[config.mk]
export PLATFORM = sky130hd
export DESIGN_NAME = ws2812_rx_flat
export DESIGN_NICKNAME = d
export VERILOG_FILES = /design/src/rtl/ws2812_pkg.sv /design/src/rtl/ws2812_rx_if.sv /design/src/rtl/ws2812_din_sync.sv /design/src/rtl/ws2812_rx.sv /design/src/flat_wrapper.sv
export SDC_FILE = /design/constraint.sdc
export NUM_CORES = 1
export LEC_CHECK = 0
export ABC_AREA = 1
export BUFFER_PORTS_ARGS = -buffer_cell sky130_fd_sc_hd__buf_2
export CORE_AREA = 3 3 81 113
export DETAILED_ROUTE_END_ITERATION = 12
export DIE_AREA = 0 0 84 116
export GPL_TIMING_DRIVEN = 0
export PLACE_DENSITY_LB_ADDON = 0.2
export SLEW_MARGIN = 20
export SYNTH_ARGS = -nofsm -noshare
export SYNTH_HDL_FRONTEND = slang
export SYNTH_SLANG_ARGS = --single-unit
[constraint.sdc]
create_clock -name clk -period 1.79 [get_ports clk]
set_input_delay 0.179 -clock clk [delete_from_list [all_inputs] [get_ports clk]]
set_output_delay 0.179 -clock clk [all_outputs]
set_load 0.005 [all_outputs]
[src/rtl/ws2812_pkg.sv]
// Shared WS2812 definitions: receiver state encoding and the timing defaults
// common to the LED transmitter and this receiver (cycles at 50 MHz).
package ws2812_pkg;

  typedef enum logic [1:0] {
    SYNC = 2'd0,
    LOW  = 2'd1,
    HIGH = 2'd2
  } state_e;

  localparam int PIXEL_W      = 24;
  localparam int T0H          = 20;
  localparam int T1H          = 40;
  localparam int RESET_CYCLES = 2500;

endpackage

[src/rtl/ws2812_rx_if.sv]
// Serial input and decoded-output bundle of the WS2812 receiver.
// master = receiver (drives decoded outputs), slave = consumer (drives din).
interface ws2812_rx_if #(
  parameter int IDX_W = 6
);
  import ws2812_pkg::*;

  // All outputs are single-cycle strobes with their data valid in the same
  // cycle; there is no ready/backpressure, the consumer must take them as they come.
  logic               din;
  logic [PIXEL_W-1:0] pixel;
  logic               pixel_valid;
  logic [IDX_W-1:0]   pixel_idx;
  logic               frame_done;
  logic [IDX_W:0]     frame_len;
  logic               err_glitch;
  logic               err_stuck;
  logic               err_partial;
  logic               err_overflow;
  logic               dout;
  state_e             state;

  modport master (
    input  din,
    output pixel, pixel_valid, pixel_idx, frame_done, frame_len,
           err_glitch, err_stuck, err_partial, err_overflow, dout, state
  );

  modport slave (
    output din,
    input  pixel, pixel_valid, pixel_idx, frame_done, frame_len,
           err_glitch, err_stuck, err_partial, err_overflow, dout, state
  );

endinterface

[src/rtl/ws2812_din_sync.sv]
// Two-flop synchronizer for the asynchronous data line, plus rise/fall
// strobes taken against a registered copy of the synchronized level.
module ws2812_din_sync (
  input  logic clk,
  input  logic rst,
  input  logic din,
  output logic din_s,
  output logic rise,
  output logic fall
);

  logic meta_q, meta_d;
  logic sync_q, sync_d;
  logic prev_q, prev_d;

  always_comb begin
    meta_d = din;
    sync_d = meta_q;
    prev_d = sync_q;
  end

  always_ff @(posedge clk) begin
    if (rst) begin
      meta_q <= 1'b0;
      sync_q <= 1'b0;
      prev_q <= 1'b0;
    end else begin
      meta_q <= meta_d;
      sync_q <= sync_d;
      prev_q <= prev_d;
    end
  end

  assign din_s = sync_q;
  assign rise  = sync_q & ~prev_q;
  assign fall  = ~sync_q & prev_q;

endmodule

[src/rtl/ws2812_rx.sv]
// WS2812 single-wire decoder: measures high pulses, assembles 24-bit GRB words.
// Optional pass-through of the stream after the first pixel: WS2812_RX_FORWARD_EN.
module ws2812_rx
  import ws2812_pkg::*;
#(
  parameter int CLK_HZ       = 50_000_000,
  parameter int MIN_HIGH     = 5,
  parameter int BIT1_THRESH  = 30,
  parameter int MAX_HIGH     = 60,
  parameter int RESET_CYCLES = 2500,
  parameter int MAX_PIXELS   = 60,
  parameter int IDX_W        = 6,
  parameter int CNT_W        = 16
) (
  input  logic         clk,
  input  logic         rst,
  ws2812_rx_if.master  bus
);

  if (CNT_W < $clog2(RESET_CYCLES) || CLK_HZ <= 0) begin : g_cfg_check
    $error("ws2812_rx: CNT_W cannot hold RESET_CYCLES or CLK_HZ is invalid");
  end

  localparam logic [CNT_W-1:0] GAP_LAST = CNT_W'(RESET_CYCLES - 1);
  localparam logic [CNT_W-1:0] CNT_MIN  = CNT_W'(MIN_HIGH);
  localparam logic [CNT_W-1:0] CNT_BIT1 = CNT_W'(BIT1_THRESH);
  localparam logic [CNT_W-1:0] CNT_MAX  = CNT_W'(MAX_HIGH);
  localparam logic [IDX_W:0]   PIX_MAX  = (IDX_W + 1)'(MAX_PIXELS);
  localparam logic [4:0]       LAST_BIT = 5'(PIXEL_W - 1);

  logic din_s, rise, fall;

  ws2812_din_sync u_sync (
    .clk   (clk),
    .rst   (rst),
    .din   (bus.din),
    .din_s (din_s),
    .rise  (rise),
    .fall  (fall)
  );

  state_e               state_q, state_d;
  logic [CNT_W-1:0]     cnt_q, cnt_d;
  logic [4:0]           bit_cnt_q, bit_cnt_d;
  logic [IDX_W:0]       pixel_cnt_q, pixel_cnt_d;
  logic [PIXEL_W-2:0]   shift_q, shift_d;
  logic [PIXEL_W-1:0]   pixel_q, pixel_d;
  logic                 pixel_valid_q, pixel_valid_d;
  logic [IDX_W-1:0]     pixel_idx_q, pixel_idx_d;
  logic                 frame_done_q, frame_done_d;
  logic [IDX_W:0]       frame_len_q, frame_len_d;
  logic                 err_glitch_q, err_glitch_d;
  logic                 err_stuck_q, err_stuck_d;
  logic                 err_partial_q, err_partial_d;
  logic                 err_overflow_q, err_overflow_d;

  logic                 shift_en;
  logic                 bit_in;
  logic [PIXEL_W-1:0]   word;

  always_comb begin
    state_d        = state_q;
    cnt_d          = cnt_q;
    bit_cnt_d      = bit_cnt_q;
    pixel_cnt_d    = pixel_cnt_q;
    shift_d        = shift_q;
    pixel_d        = pixel_q;
    pixel_idx_d    = pixel_idx_q;
    frame_len_d    = frame_len_q;
    pixel_valid_d  = 1'b0;
    frame_done_d   = 1'b0;
    err_glitch_d   = 1'b0;
    err_stuck_d    = 1'b0;
    err_partial_d  = 1'b0;
    err_overflow_d = 1'b0;
    shift_en       = 1'b0;
    bit_in         = 1'b0;
    word           = {shift_q, bit_in};

    case (state_q)
      SYNC: begin
        if (din_s) begin
          cnt_d = '0;
        end else if (cnt_q == GAP_LAST) begin
          state_d     = LOW;
          bit_cnt_d   = '0;
          pixel_cnt_d = '0;
          shift_d     = '0;
        end else begin
          cnt_d = cnt_q + 1'b1;
        end
      end

      LOW: begin
        if (rise) begin
          cnt_d   = CNT_W'(1);
          state_d = HIGH;
        end else if (cnt_q != GAP_LAST) begin
          cnt_d = cnt_q + 1'b1;
        end else if (bit_cnt_q != '0 || pixel_cnt_q != '0) begin
          // Clearing the counters here is what limits the strobe to once per gap.
          frame_done_d  = 1'b1;
          frame_len_d   = pixel_cnt_q;
          err_partial_d = (bit_cnt_q != '0);
          bit_cnt_d     = '0;
          pixel_cnt_d   = '0;
          shift_d       = '0;
        end
      end

      HIGH: begin
        // Stuck wins over a falling edge seen in the same cycle.
        if (cnt_q >= CNT_MAX) begin
          err_stuck_d = 1'b1;
          state_d     = SYNC;
          cnt_d       = '0;
          bit_cnt_d   = '0;
          shift_d     = '0;
        end else if (fall) begin
          cnt_d = '0;
          if (cnt_q < CNT_MIN) begin
            err_glitch_d = 1'b1;
            state_d      = SYNC;
            bit_cnt_d    = '0;
            shift_d      = '0;
          end else begin
            shift_en = 1'b1;
            bit_in   = (cnt_q >= CNT_BIT1);
            state_d  = LOW;
          end
        end else begin
          cnt_d = cnt_q + 1'b1;
        end
      end

      default: begin
        state_d = SYNC;
        cnt_d   = '0;
      end
    endcase

    word = {shift_q, bit_in};
    if (shift_en) begin
      shift_d = word[PIXEL_W-2:0];
      if (bit_cnt_q == LAST_BIT) begin
        bit_cnt_d = '0;
        if (pixel_cnt_q < PIX_MAX) begin
          pixel_d       = word;
          pixel_valid_d = 1'b1;
          pixel_idx_d   = pixel_cnt_q[IDX_W-1:0];
          pixel_cnt_d   = pixel_cnt_q + 1'b1;
        end else begin
          err_overflow_d = 1'b1;
        end
      end else begin
        bit_cnt_d = bit_cnt_q + 1'b1;
      end
    end
  end

  always_ff @(posedge clk) begin
    if (rst) begin
      state_q        <= SYNC;
      cnt_q          <= '0;
      bit_cnt_q      <= '0;
      pixel_cnt_q    <= '0;
      shift_q        <= '0;
      pixel_q        <= '0;
      pixel_valid_q  <= 1'b0;
      pixel_idx_q    <= '0;
      frame_done_q   <= 1'b0;
      frame_len_q    <= '0;
      err_glitch_q   <= 1'b0;
      err_stuck_q    <= 1'b0;
      err_partial_q  <= 1'b0;
      err_overflow_q <= 1'b0;
    end else begin
      state_q        <= state_d;
      cnt_q          <= cnt_d;
      bit_cnt_q      <= bit_cnt_d;
      pixel_cnt_q    <= pixel_cnt_d;
      shift_q        <= shift_d;
      pixel_q        <= pixel_d;
      pixel_valid_q  <= pixel_valid_d;
      pixel_idx_q    <= pixel_idx_d;
      frame_done_q   <= frame_done_d;
      frame_len_q    <= frame_len_d;
      err_glitch_q   <= err_glitch_d;
      err_stuck_q    <= err_stuck_d;
      err_partial_q  <= err_partial_d;
      err_overflow_q <= err_overflow_d;
    end
  end

`ifdef WS2812_RX_FORWARD_EN
  logic dout_q, dout_d;

  // The first pixel of each frame is consumed, as a real LED would.
  always_comb begin
    dout_d = din_s && (state_q != SYNC) && (pixel_cnt_q != '0);
  end

  always_ff @(posedge clk) begin
    if (rst) dout_q <= 1'b0;
    else     dout_q <= dout_d;
  end

  assign bus.dout = dout_q;
`else
  assign bus.dout = 1'b0;
`endif

  assign bus.pixel        = pixel_q;
  assign bus.pixel_valid  = pixel_valid_q;
  assign bus.pixel_idx    = pixel_idx_q;
  assign bus.frame_done   = frame_done_q;
  assign bus.frame_len    = frame_len_q;
  assign bus.err_glitch   = err_glitch_q;
  assign bus.err_stuck    = err_stuck_q;
  assign bus.err_partial  = err_partial_q;
  assign bus.err_overflow = err_overflow_q;
  assign bus.state        = state_q;

endmodule

[src/flat_wrapper.sv]
// flat-port wrapper written by rule: the top's interface ports become plain ports
module ws2812_rx_flat import ws2812_pkg::*;
#(
  parameter int CLK_HZ       = 50_000_000,
  parameter int MIN_HIGH     = 5,
  parameter int BIT1_THRESH  = 30,
  parameter int MAX_HIGH     = 60,
  parameter int RESET_CYCLES = 2500,
  parameter int MAX_PIXELS   = 60,
  parameter int IDX_W        = 6,
  parameter int CNT_W        = 16
)
  (clk, rst, bus_din, bus_pixel, bus_pixel_valid, bus_pixel_idx, bus_frame_done, bus_frame_len, bus_err_glitch, bus_err_stuck, bus_err_partial, bus_err_overflow, bus_dout, bus_state);
  ws2812_rx_if #(.IDX_W(IDX_W)) bus_i ();
  input  logic clk;
  input  logic rst;
  input wire logic [$bits(bus_i.din)-1:0] bus_din;
  output wire logic [$bits(bus_i.pixel)-1:0] bus_pixel;
  output wire logic [$bits(bus_i.pixel_valid)-1:0] bus_pixel_valid;
  output wire logic [$bits(bus_i.pixel_idx)-1:0] bus_pixel_idx;
  output wire logic [$bits(bus_i.frame_done)-1:0] bus_frame_done;
  output wire logic [$bits(bus_i.frame_len)-1:0] bus_frame_len;
  output wire logic [$bits(bus_i.err_glitch)-1:0] bus_err_glitch;
  output wire logic [$bits(bus_i.err_stuck)-1:0] bus_err_stuck;
  output wire logic [$bits(bus_i.err_partial)-1:0] bus_err_partial;
  output wire logic [$bits(bus_i.err_overflow)-1:0] bus_err_overflow;
  output wire logic [$bits(bus_i.dout)-1:0] bus_dout;
  output wire logic [$bits(bus_i.state)-1:0] bus_state;
  assign bus_i.din = bus_din;
  assign bus_pixel = bus_i.pixel;
  assign bus_pixel_valid = bus_i.pixel_valid;
  assign bus_pixel_idx = bus_i.pixel_idx;
  assign bus_frame_done = bus_i.frame_done;
  assign bus_frame_len = bus_i.frame_len;
  assign bus_err_glitch = bus_i.err_glitch;
  assign bus_err_stuck = bus_i.err_stuck;
  assign bus_err_partial = bus_i.err_partial;
  assign bus_err_overflow = bus_i.err_overflow;
  assign bus_dout = bus_i.dout;
  assign bus_state = bus_i.state;
  ws2812_rx #(.CLK_HZ(CLK_HZ), .MIN_HIGH(MIN_HIGH), .BIT1_THRESH(BIT1_THRESH), .MAX_HIGH(MAX_HIGH), .RESET_CYCLES(RESET_CYCLES), .MAX_PIXELS(MAX_PIXELS), .IDX_W(IDX_W), .CNT_W(CNT_W)) u_core (.clk(clk), .rst(rst), .bus(bus_i));
endmodule
# [Word level (Yosys, flattened, before mapping)]
# Index checks and enable logic that the tools add are counted.
[word_totals] register_bits=99 inputBits=3 output_inout_bits=46 wordCells=126
[classes] n_addsub=3 order_cmp=4 n_eq_ne=18 muxes=57 bitwise=12 reduce_logical=15
[ops] operator="$mux 23" count=9
[ops] operator="$mux 16" count=6
[ops] operator="$pmux 23 s3" count=1
[ops] operator="$mux 7" count=8
[ops] operator="$mux 5" count=10
[ops] operator="$pmux 16 s3" count=1
[ops] operator="$add 16x1->16 const B" count=1
[ops] operator="$eq 16x12->1 const B" count=1
[ops] operator="$ge 16x5->1 const B" count=1
[ops] operator="$ge 16x6->1 const B" count=1
[ops] operator="$lt 16x3->1 const B" count=1
[ops] operator="$ne 16x12->1 const B" count=1
[ops] operator="$pmux 5 s3" count=1
[ops] operator="$mux 1" count=14
[ops] operator="$pmux 7 s2" count=1
[ops] operator="$ne 3x1->1 const B" count=4
[ops] operator="$mux 2" count=5
[ops] operator="$not 1->1" count=10
[ops] operator="$ne 4x1->1 const B" count=2
[ops] operator="$reduce_and 4->1" count=2
[ops] operator="$reduce_and 8->1" count=1
[ops] operator="$reduce_or 4->1" count=2
[ops] operator="$add 7x1->7 const B" count=1
[ops] operator="$lt 7x6->1 const B" count=1
[ops] operator="20 further kinds" count=24

# [Depth between registers and ports, before layout]
# Gate-level depths: netlist (run 1).
[depth] word_depth=9 mapped_depth=11 ltp_nobuf=10

# [Hierarchy]
# From an unflattened synthesis (run 1), not the netlist that was laid out.
[hier_totals] cells_unflattened=579 area_unflattened_um2=4282.9
[modules_own_cells] module="ws2812_rx" instances=1 cells_per_inst=567 area_each_um2=4189.0 seq_area_each_um2=1921.8
[modules_own_cells] module="ws2812_din_sync" instances=1 cells_per_inst=12 area_each_um2=93.8 seq_area_each_um2=60.1

# [Worst setup path after synthesis (run 1)]
# Ideal clock, no wire load.
[synth_path] path_type="register to register" startpoint="register u_core.cnt_q[0]" endpoint="register u_core.pixel_idx_q[2], in the netlist u_core.bus.pixel_idx[2]" setup_ns=0.116 arrival_ns=1.562 t_required_ns=1.674 setup_slack_ns=0.112 path_stages_with_launch=11 path_buffers=2 synth_period_minus_slack_ns=1.678 cell_sequence="dfxtp_1 -> inv_1 -> ha_1 -> o21ai_1 -> nor3_4 -> nor2_2 -> nand3_2 -> buf_6 -> buf_4 -> nor2_1 -> nor2_1"
[synth_between] elab_chain_len=6 word_cells_on_any_way=7 classes_between="order compare (2); mux (4); reduce/logical (1)"
[synth_lines] item="start, declared" line="ws2812_rx.sv:43" text="logic [CNT_W-1:0] cnt_q, cnt_d;"
[synth_lines] item="start signal, assigned" line="ws2812_rx.sv:179" text="cnt_q <= cnt_d;"
[synth_lines] item="$lt 16x3->1" line="ws2812_rx.sv:121" text="if (cnt_q < CNT_MIN) begin"
[synth_lines] item="$mux 1" line="ws2812_rx.sv:121"
[synth_lines] item="$mux 1" line="ws2812_rx.sv:119" text="end else if (fall) begin"
[synth_lines] item="$mux 1 *" line="ws2812_rx.sv:113" text="if (cnt_q >= CNT_MAX) begin"
[synth_lines] item="$mux 1 *" line="ws2812_rx.sv:80" text="case (state_q)"
[synth_lines] item="$reduce_and 3->1 (no source line) *"
[synth_lines] item="end signal, assigned" line="ws2812_rx.sv:185" text="pixel_idx_q <= pixel_idx_d;"
[synth_lines] item="end, declared" line="ws2812_rx.sv:49" text="logic [IDX_W-1:0] pixel_idx_q, pixel_idx_d;"
# Mark *: on every way between the ends. The rest lies on a longest branch, timed or not.
# A chain may end at the register's enable or synchronous reset.

# [Worst setup path in the final report (run 1)]
[layout_path] startpoint="register u_core.cnt_q[7]" endpoint="register u_core.pixel_cnt_q[0]"
[layout_between] elab_chain_len=7 word_cells_on_any_way=16 classes_between="order compare (2); eq/ne (2); mux (12)"
[layout_lines] item="branches (longest 6 deep; another with $lt 16x3->1)"
[layout_lines] item="$mux 7 *" line="ws2812_rx.sv:143" text="if (shift_en) begin"
[layout_lines] item="end signal, assigned" line="ws2812_rx.sv:181" text="pixel_cnt_q <= pixel_cnt_d;"
[layout_lines] item="end, declared" line="ws2812_rx.sv:45" text="logic [IDX_W:0] pixel_cnt_q, pixel_cnt_d;"
# Mark *: on every way between the ends.

==> results of run 1 <==
per-stage QoR:
step | setup WS (ns) | TNS [ns] | hold slack, ns | instances
6_report | 0.0369 | 0 | 0.0522 | 741
5_1_grt | -0.0329 | -0.147 | 0.0483 | 741
4_1_cts | 0.00198 | 0 | 0.0468 | 730
3_5_place_dp | -0.209 | -6.90 | 0.404 | 714
3_3_place_gp | -0.175 | -5.28 | 0.394 | 714
2_1_floorplan | 0.112 | 0 | 0.286 | 566
cell families after synthesis:
group / count (synthesis)
compound gates: 107
xor+xnor: 10
fa+ha+maj: 7
buf+inv: 80
flops: 99
other cells: 1
simple gates: 262
layout by cell type, fill, tap and decap left out, types with 8 or more instances in the layout:
cell type and count:
o21ai_0 26, inv_1 50, nor2_2 8, dfxtp_1 85
nor2_1 86, nor2_4 8, buf_4 11, buf_2 46
dfxtp_2 11, o21ai_1 14, clkbuf_1 12, nand3_1 21
clkbuf_16 11, nor3_1 11, buf_6 8, nand4_1 8
nand2_1 100, xor2_1 9, a21oi_1 55
per-layer routing:
metal | global-route usage [%] | wire length, µm | vias up
li1 | - | - | 1959
met3 | 4.20 | 403 | 18
met4 | 8.69 | 210 | 0
met5 | 0 | 0 | -
met2 | 38.2 | 5350 | 79
met1 | 23.2 | 4120 | 1773
final cells by class:
class,instances,share of cell area [%]
multi-input cells,387,39.0
flip-flops and latches,99,38.5
repair buffers,57,6.67
clock inverters,4,0.959
clock buffers,12,4.72
plain buffers,24,3.69
inverters,56,4.03
well taps,102,2.45
sequential cells by signal, indices dropped and copies added, names as in the netlist:
signal / cells
u_core.bus.pixel: 24
u_core.shift_q: 23
u_core.cnt_q: 16
u_core.bus.frame_len: 7
u_core.pixel_cnt_q: 7
u_core.bus.pixel_idx: 6
u_core.bit_cnt_q: 5
u_core.bus.state: 2
u_core.bus.err_glitch: 1
u_core.bus.err_overflow: 1
u_core.bus.err_partial: 1
u_core.bus.err_stuck: 1
u_core.bus.frame_done: 1
u_core.bus.pixel_valid: 1
u_core.u_sync.din_s: 1
u_core.u_sync.meta_q: 1
u_core.u_sync.prev_q: 1
what timing repair did:
action                     in CTS  in global routing
cloned                          0                  2
pin swaps                       1                 11
setup buffers                   0                  9
setup endpoints to repair      71                 74
resized for setup              12                 77
power by group through the flow:
stage / clock (mW) / combinational [mW] / sequential, mW
5_1_grt: 2.06 / 0.363 / 2.26
2_1_floorplan: 0 / 0.196 / 2.29
3_3_place_gp: 0 / 0.264 / 2.30
6_report: 1.94 / 0.321 / 2.26
4_1_cts: 1.96 / 0.278 / 2.26
3_5_place_dp: 0 / 0.266 / 2.30
worst reg2reg max path: cells and delay by family (launching register included):
kind / cells / cell delay (ns)
AO/OA/AOI/OAI: 1 / 0.15
buffers and inverters: 2 / 0.30
flip-flops: 1 / 0.32
AND/OR/NAND/NOR: 6 / 0.86
worst max-delay path by stage:
stage	start	to	cells after the start
3_3_place_gp	u_core.cnt_q[1]	u_core.shift_q[20]	11
6_report	u_core.cnt_q[7]	u_core.pixel_cnt_q[0]	9
5_1_grt	u_core.bit_cnt_q[0]	u_core.pixel_cnt_q[0]	8
3_5_place_dp	u_core.cnt_q[1]	u_core.shift_q[16]	11
4_1_cts	u_core.cnt_q[0]	u_core.shift_q[3]	8
2_1_floorplan	u_core.cnt_q[0]	u_core.bus.pixel_idx[2]	10
==> results.py, run 1 <==
metrics = {
    "die": {
        "dieHeight_um": 116,
        "fp.coreArea_um2": 8250,
        "ios": 49,
        "rows": 39,
        "die_x_um": 84,
        "initial_utilization_pct": 51.3,
        "dieArea_um2": 9740,
    },
    "setup_path": {
        "arrival_ns": 1.98,
        "path_max_fanout": 5,
        "cp-end-kind": "flop",
        "cp_top_family": "simple AND/OR/NAND/NOR gates",
        "rr_worst_depth": 9,
        "r2r-start": "u_core.cnt_q[7]",
        "critPathLaunchType": "flop",
        "cp_common_cell": "nor2_4",
        "worst-path-buf-inv": 2,
        "critical_path_class": "reg2reg",
        "r2r_slack_ns": 0.04,
        "cp.required_ns": 2.02,
        "crit_chain": "or2_4 > nor2_4 > nand3_2 > nor2_4 > nand3_4 > buf_4 > clkbuf_16 > o21ai_0 > nor2_1",
        "slowest_delay_ns": 0.32,
        "slowest_stage": "dfxtp_2",
        "reg2reg_to": "u_core.pixel_cnt_q[0]",
    },
    "synth": {
        "ys.flop_type": "dfxtp_1",
        "synthTopCellsByArea": "dfxtp_1, nand2_1, nor2_1",
        "synthCells": 566,
        "synth_fp_nets": 576,
        "synth.area.mux_share_pct": 0,
        "ys_seq_area_share_pct": 46.9,
        "synth_compound_gate_area_share_pct": 13.3,
        "synth_warnings": 0,
        "netlist_area_um2": 4230,
        "yosysTopAreaCell": "dfxtp_1",
        "synthArstFlopShare_pct": 0,
        "synth_edf_count": 0,
        "synth_simple_gate_area_share_pct": 27.0,
        "synthAdderAreaFrac_pct": 2.07,
        "synth_top_area_share_pct": 46.9,
        "synth_top_family_by_area": "simple AND/OR/NAND/NOR gates",
        "synth_cell_types": 36,
        "avgSynthCellArea_um2": 7.47,
        "synth.top_cells.by_count": "nand2_1, dfxtp_1, nor2_1",
        "synth_xor_area_share_pct": 2.07,
        "synth_most_common_cell": "nand2_1",
        "synth-seq-cells": 99,
    },
    "routing": {
        "routed_wl_um": 10100,
        "drt_iter0_drc": 201,
        "vias": 3829,
        "drt-vias-per-instance": 5.17,
        "drt-wirelength-per-cell_um": 13.6,
        "firstDrtPassIters": 4,
        "drcViolationCount": 0,
        "ant_nets": 0,
    },
    "clock_tree": {
        "numCtsBuffers": 9,
        "insertion_delay_ns": 0.34,
        "clk_pin_slew_worst_paths_ns": 0.06,
        "h-tree-depth": 3,
        "clockBufferDepth": 2,
        "holdBufCountCts": 0,
        "cts-root-buf": "clkbuf_16",
        "cts.sinks": 99,
        "cts_tree": "yes",
    },
    "outcome": {
        "status": "complete, no violations",
    },
    "layout": {
        "area_growth_syn_to_layout_pct": 23.4,
        "nets": 644,
        "seqCellArea_um2": 2010,
        "nFillCells": 738,
        "utilization_pct": 63.3,
        "num_antenna_cells": 0,
        "multi_input_area_um2": 2040,
        "drive_gt1_share_pct": 22.8,
        "final_area_um2": 5220,
    },
    "sta": {
        "drv_slew": 0,
        "slew_headroom_pct": 60.8,
        "min_period_ns": 1.75,
        "setup_viol": 0,
        "rsz0062_at_grt": "true",
        "max_freq_ghz": 0.570,
        "period_share_pct": 97.9,
        "fin_skew_ns": 0.00860,
        "tightest_slew_ns": 0.588,
        "finalHoldViolCount": 0,
    },
    "flow_run": {
        "maxCapViolCount": 0,
    },
    "placement": {
        "dpl_cell_area_um2": 4580,
        "portBuffers": 46,
        "place_hpwl_um": 7130,
        "globalplace.congestion": 0.935,
    },
    "global_routing": {
        "grt_usage_pct": 20.7,
        "grt_max_degree": 16,
        "grt-ovfl-total": 0,
        "antenna_found_initial": 0,
        "grt_pass1_vias": 3596,
        "grt_pass1_wl_um": 16300,
    },
    "power_and_ir_drop": {
        "internal-power_mw": 3.46,
        "ir_drop_v": 0.000566,
        "power.switching_mw": 1.06,
        "power_mw": 4.52,
        "power.density_nw_per_um2": 867,
        "p_seq_share_pct": 50.0,
        "pwr-share-comb_pct": 7.1,
        "cellLeakagePower_nw": 2.22,
        "switching_share_pct": 23.5,
        "clockPowerShare_pct": 42.9,
    },
    "hold_path": {
        "hp-start": "bus_din",
        "min_path_cells": 3,
        "hold_class": "in2reg",
        "whs_endpoint": "u_core.u_sync.meta_q",
    },
}
No activity file was read; power rests on OpenSTA's default activity.
==> run 2, diff against run 1 <==
- CORE_AREA: 3 3 81 113 -> 3 3 82 115
- DIE_AREA: 0 0 84 116 -> 0 0 85 118
- REMOVE_ABC_BUFFERS: default -> 1
==> run 2 against run 1 <==
Net effect: clock skew is essentially flat; sequential power is essentially flat; combinational power grew 24%; fmax grew 0.48%; routed wire length grew 9.6%; via count grew 1.6%; first-iteration DRC count grew 21%; core utilization shrank 0.67 points; non-clock buffer count shrank 11; sequential share of layout area shrank 1.1 points; clock-buffer cell count shrank 2; highest routed layer unchanged.
==> results.py, run 2 (synthesis gave the netlist of run 1 again) <==
metrics = {
    "clock_tree": {
        "cts-root-buf": "clkbuf_16",
        "cts_tree": "yes",
        "clk_pin_slew_worst_paths_ns": 0.07,
        "h-tree-depth": 3,
        "insertion_delay_ns": 0.35,
        "clockBufferDepth": 2,
        "numCtsBuffers": 9,
        "cts.sinks": 99,
    },
    "setup_path": {
        "path_max_fanout": 7,
        "crit_chain": "inv_1 > ha_1 > nand2_1 > nor2_1 > nand3_2 > nand2_4 > nand2_8 > nand3b_4 > nand2_2 > a21oi_1",
        "cp_top_family": "simple AND/OR/NAND/NOR gates",
        "critical_path_class": "reg2reg",
        "arrival_ns": 2.02,
        "cp-end-kind": "flop",
        "critPathLaunchType": "flop",
        "slowest_stage": "dfxtp_2",
        "slowest_delay_ns": 0.34,
        "worst-path-buf-inv": 1,
        "cp.required_ns": 2.06,
    },
    "die": {
        "die_x_um": 85,
        "initial_utilization_pct": 49.4,
        "dieHeight_um": 118,
        "rows": 40,
        "dieArea_um2": 10000,
        "fp.coreArea_um2": 8560,
        "ios": 49,
    },
    "sta": {
        "setup_viol": 0,
        "fin_skew_ns": 0.00877,
        "period_share_pct": 97.5,
        "tightest_slew_ns": 0.711,
        "fin_ws_ns": 0.0453,
        "finalHoldViolCount": 0,
        "max_freq_ghz": 0.573,
        "drv_slew": 0,
        "fin_setup_tns_ns": 0,
        "whs_ns": 0.0350,
        "rsz0062_at_grt": "true",
        "min_period_ns": 1.74,
        "slew_headroom_pct": 52.5,
    },
    "global_routing": {
        "grt_pass1_wl_um": 16600,
        "grt_pass1_vias": 3452,
        "antenna_found_initial": 0,
        "grt_max_degree": 45,
        "grt-ovfl-total": 0,
        "grt_usage_pct": 20.4,
    },
    "layout": {
        "layout_common_cells": "nand2_1, nor2_1, dfxtp_1",
        "nFillCells": 754,
        "final_common_cell": "nand2_1",
        "seqCellArea_um2": 2000,
        "area_growth_syn_to_layout_pct": 26.8,
        "utilization_pct": 62.6,
        "multi_input_area_um2": 2210,
        "nets": 641,
        "drive_gt1_share_pct": 24.5,
        "num_antenna_cells": 0,
        "stdcell_count": 741,
        "largest_reg_flops": 24,
    },
    "power_and_ir_drop": {
        "power.density_nw_per_um2": 851,
        "pwr-share-comb_pct": 8.7,
        "ir_drop_v": 0.000542,
        "internal-power_mw": 3.37,
        "power.switching_mw": 1.19,
        "switching_share_pct": 26.2,
        "p_seq_share_pct": 49.7,
        "clockPowerShare_pct": 41.6,
        "cellLeakagePower_nw": 2.25,
    },
    "placement": {
        "portBuffers": 47,
        "globalplace.congestion": 0.902,
        "dpl.cell_count": 694,
        "post-place-ws_ns": -1.20,
        "place_hpwl_um": 5890,
    },
    "routing": {
        "drt-vias-per-instance": 5.25,
        "drcViolationCount": 0,
        "firstDrtPassIters": 5,
        "vias": 3892,
        "drt-wirelength-per-cell_um": 14.9,
        "drt_iter0_drc": 243,
        "ant_nets": 0,
        "routed_wl_um": 11000,
    },
    "flow_run": {
        "maxCapViolCount": 0,
    },
    "outcome": {
        "status": "complete, no violations",
    },
    "hold_path": {
        "hold_class": "in2reg",
    },
}
run 2: layout make-up:
cell class,instances,area share (%)
timing repair inverter,2,0.327
sequential,99,37.4
clock buffer,10,4.46
timing repair buffer,70,8.97
multi-input combinational,393,41.2
clock inverter,6,1.00
inverter,56,4.20
tap,105,2.45
run 2: through the flow:
stage / power, mW / cell area, µm²
2_1_floorplan: 2.46 / 4070
3_3_place_gp: 2.54 / 4440
3_5_place_dp: 2.54 / 4440
4_1_cts: 4.52 / 5010
5_1_grt: 4.69 / 5360
6_report: 4.56 / 5360
run 2: timing repair:
item / CTS / global route
cloned: 5 / 4
setup buffers: 9 / 13
hold buffers: 0 / 0
pin swaps: 5 / 18
endpoints found under the setup margin: 75 / 79
gates resized for setup: 32 / 56
run 2: metal layers:
layer | share of wire [%] | up-vias | GRT usage (%)
met5 | 0 | - | 0
met4 | 2.0 | 0 | 10.4
met3 | 3.5 | 19 | 2.73
met2 | 53 | 99 | 34.8
met1 | 42 | 1808 | 24.6
li1 | - | 1966 | -
run 2: final timing paths:
path / from / endpoint / slack [ns] / depth (start not counted)
setup / recovery: u_core.pixel_cnt_q[0] / u_core.shift_q[13] / 0.05 / 10
hold / removal: bus_din / u_core.u_sync.meta_q / 0.04 / 3
setup reg to reg: u_core.pixel_cnt_q[0] / u_core.shift_q[13] / 0.05 / 10
hold reg to reg: u_core.u_sync.meta_q / u_core.u_sync.din_s / 0.40 / 2
run 2: power by group through the flow:
stage | Clock [mW] | Sequential [mW] | Combinational, mW
after global placement | 0 | 2.30 | 0.239
after floorplan | 0 | 2.29 | 0.170
after global routing | 1.99 | 2.27 | 0.436
final | 1.90 | 2.26 | 0.397
after detailed placement | 0 | 2.30 | 0.243
after CTS | 1.93 | 2.25 | 0.331
run 2: tightest hold or removal path, delay by kind of cell:
kind	cells	cell delay, ns
simple gates	1	0.06
buf+inv	2	0.10
